File: config.mk
export PLATFORM = sky130hd
export DESIGN_NAME = dct_transpose_sched
export DESIGN_NICKNAME = d
export VERILOG_FILES = /design/src/rtl/dct_pkg.sv /design/src/rtl/dct_lane_fifo.sv /design/src/rtl/dct_transpose_sched.sv
export SDC_FILE = /design/constraint.sdc
export NUM_CORES = 2
export LEC_CHECK = 0
export BUFFER_PORTS_ARGS = -buffer_cell sky130_fd_sc_hd__buf_2
export CAP_MARGIN = 20
export CORE_MARGIN = 2
export CORE_UTILIZATION = 43
export DETAILED_ROUTE_END_ITERATION = 12
export GPL_TIMING_DRIVEN = 0
export PLACE_DENSITY = 0.59
export SKIP_LAST_GASP = 1
export SLEW_MARGIN = 20
export SYNTH_ARGS = -nofsm -noshare
export SYNTH_HDL_FRONTEND = slang
export SYNTH_SLANG_ARGS = --single-unit
File: constraint.sdc
create_clock -name clk -period 16.5 [get_ports clk]
set_input_delay 0.825 -clock clk [delete_from_list [all_inputs] [get_ports clk]]
set_output_delay 0.825 -clock clk [all_outputs]
set_load 0.05 [all_outputs]
File: src/rtl/dct_pkg.sv
// Shared sizing and bank-state encoding for the 4x4 DCT transpose scheduler.
package dct_pkg;

    localparam int DW     = 22;
    localparam int N      = 4;
    localparam int WCNT_W = $clog2(N * N);
    localparam int CCNT_W = $clog2(N);
    localparam int FCNT_W = $clog2(N) + 1;

    typedef enum logic [1:0] {
        BANK_EMPTY    = 2'd0,
        BANK_FILLING  = 2'd1,
        BANK_FULL     = 2'd2,
        BANK_DRAINING = 2'd3
    } bank_state_e;

endpackage

File: src/rtl/dct_lane_fifo.sv
// Single lane FIFO: W bits by DEPTH entries, registered read data, synchronous clear.
module dct_lane_fifo
    import dct_pkg::*;
#(
    parameter int W     = DW,
    parameter int DEPTH = N
) (
    input  logic                   clk,
    input  logic                   rst,
    input  logic                   clr_i,
    input  logic                   wr_en_i,
    input  logic [W-1:0]           wr_data_i,
    input  logic                   rd_en_i,
    output logic [W-1:0]           rd_data_o,
    output logic                   full_o,
    output logic                   empty_o,
    output logic [$clog2(DEPTH):0] count_o
);

    localparam int PW = $clog2(DEPTH);
    localparam int CW = PW + 1;

    logic [W-1:0]  mem_q [DEPTH];
    logic [PW-1:0] wptr_q;
    logic [PW-1:0] rptr_q;
    logic [CW-1:0] cnt_q;
    logic [W-1:0]  rd_data_q;

    // Storage carries no reset; only pointers, count and the read register do.
    always_ff @(posedge clk) begin
        if (wr_en_i && !clr_i) begin
            mem_q[wptr_q] <= wr_data_i;
        end
    end

    always_ff @(posedge clk or posedge rst) begin
        if (rst) begin
            wptr_q    <= '0;
            rptr_q    <= '0;
            cnt_q     <= '0;
            rd_data_q <= '0;
        end else if (clr_i) begin
            wptr_q <= '0;
            rptr_q <= '0;
            cnt_q  <= '0;
        end else begin
            if (wr_en_i) begin
                wptr_q <= wptr_q + PW'(1);
            end
            if (rd_en_i) begin
                rd_data_q <= mem_q[rptr_q];
                rptr_q    <= rptr_q + PW'(1);
            end
            case ({wr_en_i, rd_en_i})
                2'b10:   cnt_q <= cnt_q + CW'(1);
                2'b01:   cnt_q <= cnt_q - CW'(1);
                default: cnt_q <= cnt_q;
            endcase
        end
    end

    assign rd_data_o = rd_data_q;
    assign full_o    = (cnt_q == CW'(DEPTH));
    assign empty_o   = (cnt_q == '0);
    assign count_o   = cnt_q;

endmodule

File: src/rtl/dct_transpose_sched.sv
// Transpose scheduler between the row and column DCT passes: coefficients arrive
// serially in row-major order and leave as whole columns from a ping-pong pair of banks.
module dct_transpose_sched
    import dct_pkg::*;
(
    input  logic            clk,
    input  logic            rst,
    input  logic            flush,
    input  logic            in_valid,
    output logic            in_ready,
    input  logic [DW-1:0]   in_data,
    output logic            out_valid,
    input  logic            out_ready,
    output logic [N*DW-1:0] out_data,
    output logic            out_last,
    output logic            block_done
);

    // Both interfaces: a transfer happens on a cycle with valid && ready; the
    // producer holds valid and data stable until that cycle.

    bank_state_e         bank_q [2];
    logic                wr_bank_q;
    logic                rd_bank_q;
    logic [WCNT_W-1:0]   wcnt_q;
    logic [CCNT_W-1:0]   ccnt_q;

    logic                infl_q;
    logic                infl_last_q;
    logic                infl_bank_q;

    logic [1:0][N*DW-1:0] skid_q, skid_d;
    logic [1:0]           skid_last_q, skid_last_d;
    logic [1:0]           sk_cnt_q, sk_cnt_d;

    bank_state_e         wr_state;
    bank_state_e         rd_state;
    logic                wr_open;
    logic                wr_fire;
    logic                wr_last;
    logic [CCNT_W-1:0]   wr_lane;
    logic                flush_clr;
    logic                pop_ok;
    logic                pop;
    logic                rd_last;
    logic                out_fire;
    logic                sk_push;
    logic                sk_pop;
    logic [N*DW-1:0]     col_data;

    logic [DW-1:0]                 lane_rd [2][N];
    logic [2*N-1:0]                lane_full;
    logic [2*N-1:0]                lane_empty;
    logic [2*N-1:0][FCNT_W-1:0]    lane_cnt;
    logic                          unused_lane_status;

    assign wr_state  = bank_q[wr_bank_q];
    assign rd_state  = bank_q[rd_bank_q];
    assign wr_open   = (wr_state == BANK_EMPTY) || (wr_state == BANK_FILLING);
    assign in_ready  = wr_open && !flush && !rst;
    assign wr_fire   = in_valid && in_ready;
    assign wr_last   = (wcnt_q == WCNT_W'(N * N - 1));
    assign wr_lane   = wcnt_q[WCNT_W-1 -: CCNT_W];
    assign flush_clr = flush && wr_open;

    // Pops are limited so that buffered plus in-flight columns never exceed two.
    assign pop_ok  = (sk_cnt_q == 2'd0) || ((sk_cnt_q == 2'd1) && !infl_q);
    assign pop     = ((rd_state == BANK_FULL) || (rd_state == BANK_DRAINING)) && pop_ok;
    assign rd_last = (ccnt_q == CCNT_W'(N - 1));

    for (genvar b = 0; b < 2; b++) begin : g_bank
        for (genvar l = 0; l < N; l++) begin : g_lane
            dct_lane_fifo #(
                .W     (DW),
                .DEPTH (N)
            ) u_fifo (
                .clk       (clk),
                .rst       (rst),
                .clr_i     (flush_clr && (wr_bank_q == 1'(b))),
                .wr_en_i   (wr_fire && (wr_bank_q == 1'(b)) && (wr_lane == CCNT_W'(l))),
                .wr_data_i (in_data),
                .rd_en_i   (pop && (rd_bank_q == 1'(b))),
                .rd_data_o (lane_rd[b][l]),
                .full_o    (lane_full[b*N+l]),
                .empty_o   (lane_empty[b*N+l]),
                .count_o   (lane_cnt[b*N+l])
            );
        end
    end

    assign unused_lane_status = ^{lane_full, lane_empty, lane_cnt};

    always_comb begin
        col_data = '0;
        for (int i = 0; i < N; i++) begin
            col_data[i*DW +: DW] = lane_rd[infl_bank_q][i];
        end
    end

    // A column arriving from the FIFOs is handed straight out when the skid is
    // empty and downstream is ready; otherwise it queues behind older columns.
    assign out_valid  = (sk_cnt_q != 2'd0) || infl_q;
    assign out_data   = (sk_cnt_q != 2'd0) ? skid_q[0] : col_data;
    assign out_last   = (sk_cnt_q != 2'd0) ? skid_last_q[0] : (infl_q && infl_last_q);
    assign out_fire   = out_valid && out_ready;
    assign block_done = out_fire && out_last;
    assign sk_pop     = out_ready && (sk_cnt_q != 2'd0);
    assign sk_push    = infl_q && !((sk_cnt_q == 2'd0) && out_ready);

    always_comb begin
        skid_d      = skid_q;
        skid_last_d = skid_last_q;
        sk_cnt_d    = sk_cnt_q;
        if (sk_pop) begin
            skid_d[0]      = skid_q[1];
            skid_last_d[0] = skid_last_q[1];
            sk_cnt_d       = sk_cnt_q - 2'd1;
        end
        if (sk_push) begin
            skid_d[sk_cnt_d[0]]      = col_data;
            skid_last_d[sk_cnt_d[0]] = infl_last_q;
            sk_cnt_d                 = sk_cnt_d + 2'd1;
        end
    end

    always_ff @(posedge clk or posedge rst) begin
        if (rst) begin
            bank_q[0]   <= BANK_EMPTY;
            bank_q[1]   <= BANK_EMPTY;
            wr_bank_q   <= 1'b0;
            rd_bank_q   <= 1'b0;
            wcnt_q      <= '0;
            ccnt_q      <= '0;
            infl_q      <= 1'b0;
            infl_last_q <= 1'b0;
            infl_bank_q <= 1'b0;
            skid_q      <= '0;
            skid_last_q <= '0;
            sk_cnt_q    <= '0;
        end else begin
            // The write bank is always EMPTY/FILLING and the read bank FULL/DRAINING
            // when they act, so the two updates below never hit the same bank.
            if (flush_clr) begin
                bank_q[wr_bank_q] <= BANK_EMPTY;
                wcnt_q            <= '0;
            end else if (wr_fire) begin
                wcnt_q <= wcnt_q + WCNT_W'(1);
                if (wr_last) begin
                    bank_q[wr_bank_q] <= BANK_FULL;
                    wr_bank_q         <= ~wr_bank_q;
                end else if (wr_state == BANK_EMPTY) begin
                    bank_q[wr_bank_q] <= BANK_FILLING;
                end
            end
            if (pop) begin
                ccnt_q      <= ccnt_q + CCNT_W'(1);
                infl_bank_q <= rd_bank_q;
                if (rd_last) begin
                    bank_q[rd_bank_q] <= BANK_EMPTY;
                    rd_bank_q         <= ~rd_bank_q;
                end else if (rd_state == BANK_FULL) begin
                    bank_q[rd_bank_q] <= BANK_DRAINING;
                end
            end
            infl_q      <= pop;
            infl_last_q <= pop && rd_last;
            skid_q      <= skid_d;
            skid_last_q <= skid_last_d;
            sk_cnt_q    <= sk_cnt_d;
        end
    end

endmodule
==> impl_metrics.yaml <==
floorplan:
  die_w_um: 322
  ios: 119
  core_area_mm2: 0.100
  rows: 116
  die_y_um: 322
  die_area_mm2: 0.104
  start_util_pct: 43.5
placement:
  placement.io_buffers: 118
  hpwl_um: 66700
  gp_routability_congestion: 0.780
  dp.cells: 3934
global_routing:
  globalRouteMet1Util_pct: 28.9
  grt_busiest_layer: "met2"
  grt_usage_pct: 20.9
  antenna_found_initial: 4
  grt_max_degree: 102
  grt_pass1_vias: 23900
  gr-usage-met3_pct: 2.81
  grt_pass1_wl_um: 157000
  grt_overflow: 0
  use_met2_pct: 34.6
routing:
  wl_per_cell_um: 25.7
  vias: 22600
  viasPerCell: 5.44
  drtIter0Drc: 2033
  drtPass1Iterations: 5
  wl_um: 107000
  ant_nets: 0
  drc: 0
clock_network:
  path_clk_slew_ps: 60
  clkLatencyLatePin_ps: 690
  hold_buffers: 0
  htreeDepth: 3
  cts-root-buf: "clkbuf_16"
  cts_num_sinks: 1105
  clk_path_buf_depth: 3
  cts_tree: "done"
  ctsResizeCount: 0
  cts_buffers: 114
  cts_setup_buffers: 0
yosys:
  syn_area_per_cell_um2: 17.8
  synthSimpleGateAreaFrac_pct: 2.79
  yosysTopAreaCell: "edfxtp_1"
  synth.area.top_cells: "edfxtp_1, dfrtp_1, mux4_2"
  synth_cells: 2452
  yosys.area.top_type_share_pct: 48.5
  synth-seq-cells: 1105
  synth_top_family_by_area: "multiplexers"
  yosysMostFrequentCell: "edfxtp_1"
  synthMuxAreaShare_pct: 20.0
  synth_edf_count: 704
  synth_warnings: 0
  synth_cell_type_count: 36
  synthAdderAreaFrac_pct: 1.06
  synth_compound_gate_area_share_pct: 2.53
  synth_ff_type: "edfxtp_1"
  synth_area_mm2: 0.0436
  synth_common_cells: "edfxtp_1, dfrtp_1, mux2i_1"
  ys_seq_area_share_pct: 71.5
  synthesis.nets: 2516
  async_flop_share_pct: 36.3
  synth_xor_area_share_pct: 0.462
setup_path:
  worst_ep_arrival_time_ps: 4130
  start_kind: "register"
  endpoint_kind: "primary output"
  worstPathRequired_ps: 15670
  cp_max_fo: 10
  path_class: "register to primary output"
  critPathSlowestCell: "buf_1"
  cp_common_cell: "buf_1"
  max_stage_delay_ps: 920
  path_cells: "inv_1 > ha_1 > clkbuf_1 > buf_1 > buf_1 > a21oi_1 > buf_2"
sta:
  slew_violations: 0
  rsz0062_at_grt: "no"
  hold_violations: 0
  finalSetupTns_ps: 0
  whs_ps: 134
  fmax_mhz: 202
  min_period_ps: 4960
  min_period_over_period_pct: 30.1
  slew_headroom_pct: 22.5
  fin_skew_ps: 29.2
  worst_pin_slew_ps: 1160
  setup_viol: 0
run:
  cap_violations: 0
run_status:
  status: "complete, no violations"
cells_and_area:
  nets: 2757
  area_delta_synth_final_pct: 14.5
  drive_above_1_share_pct: 26.8
  stdcell_count: 4153
power_and_ir_drop:
  p_leak_nw: 19.5
  peakVddDrop_mv: 0.107
  total_power_mw: 6.58
  powerDensity_mw_per_mm2: 132
hold_path:
  min_path_type: "primary input to asynchronous set/reset pin"
==> metal layers <==
layer	part of all wire, %	routed length, um
met5	0.014	15
met1	44	46700
met3	4.4	4730
met2	49	52300
met4	2.6	2800
==> stage by stage <==
step / util [%] / instance area [um2] / setup WS, ps
2_1_floorplan: - / 43600 / 4520
3_3_place_gp: 45.8 / 45900 / -1030
3_5_place_dp: 46.0 / 46100 / 12360
4_1_cts: 49.8 / 49900 / 11600
5_1_grt: 49.8 / 49900 / 11500
6_report: 49.8 / 49900 / 11540
==> worst max-delay path, delay by kind of cell, from the launching register on <==
| kind | cells | cell delay [ps] |
|---|---|---|
| AOI/OAI and AO/OA | 1 | 280 |
| adders and majority gates | 1 | 200 |
| DFF | 1 | 450 |
| buffers and inverters | 5 | 2500 |
==> kinds of logic after synthesis <==
logic type / Yosys count
DFF: 1105
adders and majority gates: 37
muxes: 629
xor gates and xnor gates: 23
buffers and inverters: 169
and+or+nand+nor: 282
AOI/OAI and AO/OA: 207
==> flip-flops by register name, summed over array words and instances, names as in the netlist <==
signal,flops
skid_last_q,2
g_bank.g_lane.u_fifo.rd_data_o,176
wcnt_q,4
sk_cnt_q,2
wr_bank_q,1
infl_last_q,1
infl_bank_q,1
g_bank.g_lane.u_fifo.rptr_q,16
bank_q,2
skid_q,176
g_bank.g_lane.u_fifo.wptr_q,16
ccnt_q,2
infl_q,1
g_bank.g_lane.u_fifo.mem_q,704
rd_bank_q,1
==> power by group <==
| group | leakage [nW] | switching [mW] | internal [mW] |
|---|---|---|---|
| clock network | 1.83 | 1.06 | 1.52 |
| logic | 5.81 | 0.827 | 0.211 |
| registers | 11.9 | 0.00515 | 2.96 |
==> final cells by class <==
cell class,instances,area [um2]
multi-input combinational,1178,11800
timing repair buffer,125,783
tap,1357,1700
clock buffer,163,3200
sequential,1105,31200
buffer,147,649
fill,8256,50400
clock inverter,54,587
antenna,2,5.00
inverter,22,90.1
==> layout by cell type (no fill, tap or decap), drive strengths merged, types with 37 or more instances in the layout <==
cell type	n
clkbuf	232
mux2	183
edfxtp	704
dfrtp	401
buf	203
nor2	204
ha	37
mux2i	270
a21oi	179
mux4	176
==> final timing paths <==
kind | from | cells after the start | end | slack (ps)
max in group asynchronous | rst | 5 | skid_q[36] | 14590
max reg2reg | sk_cnt_q[0] | 12 | skid_q[90] | 12710
min reg2reg | ccnt_q[0] | 1 | ccnt_q[0] | 480
max | sk_cnt_q[0] | 7 | out_data[86] | 11540
min | rst | 2 | skid_q[3] | 130
min in group clk | out_ready | 2 | sk_cnt_q[1] | 480
No activity file was read; power rests on OpenSTA's default activity.
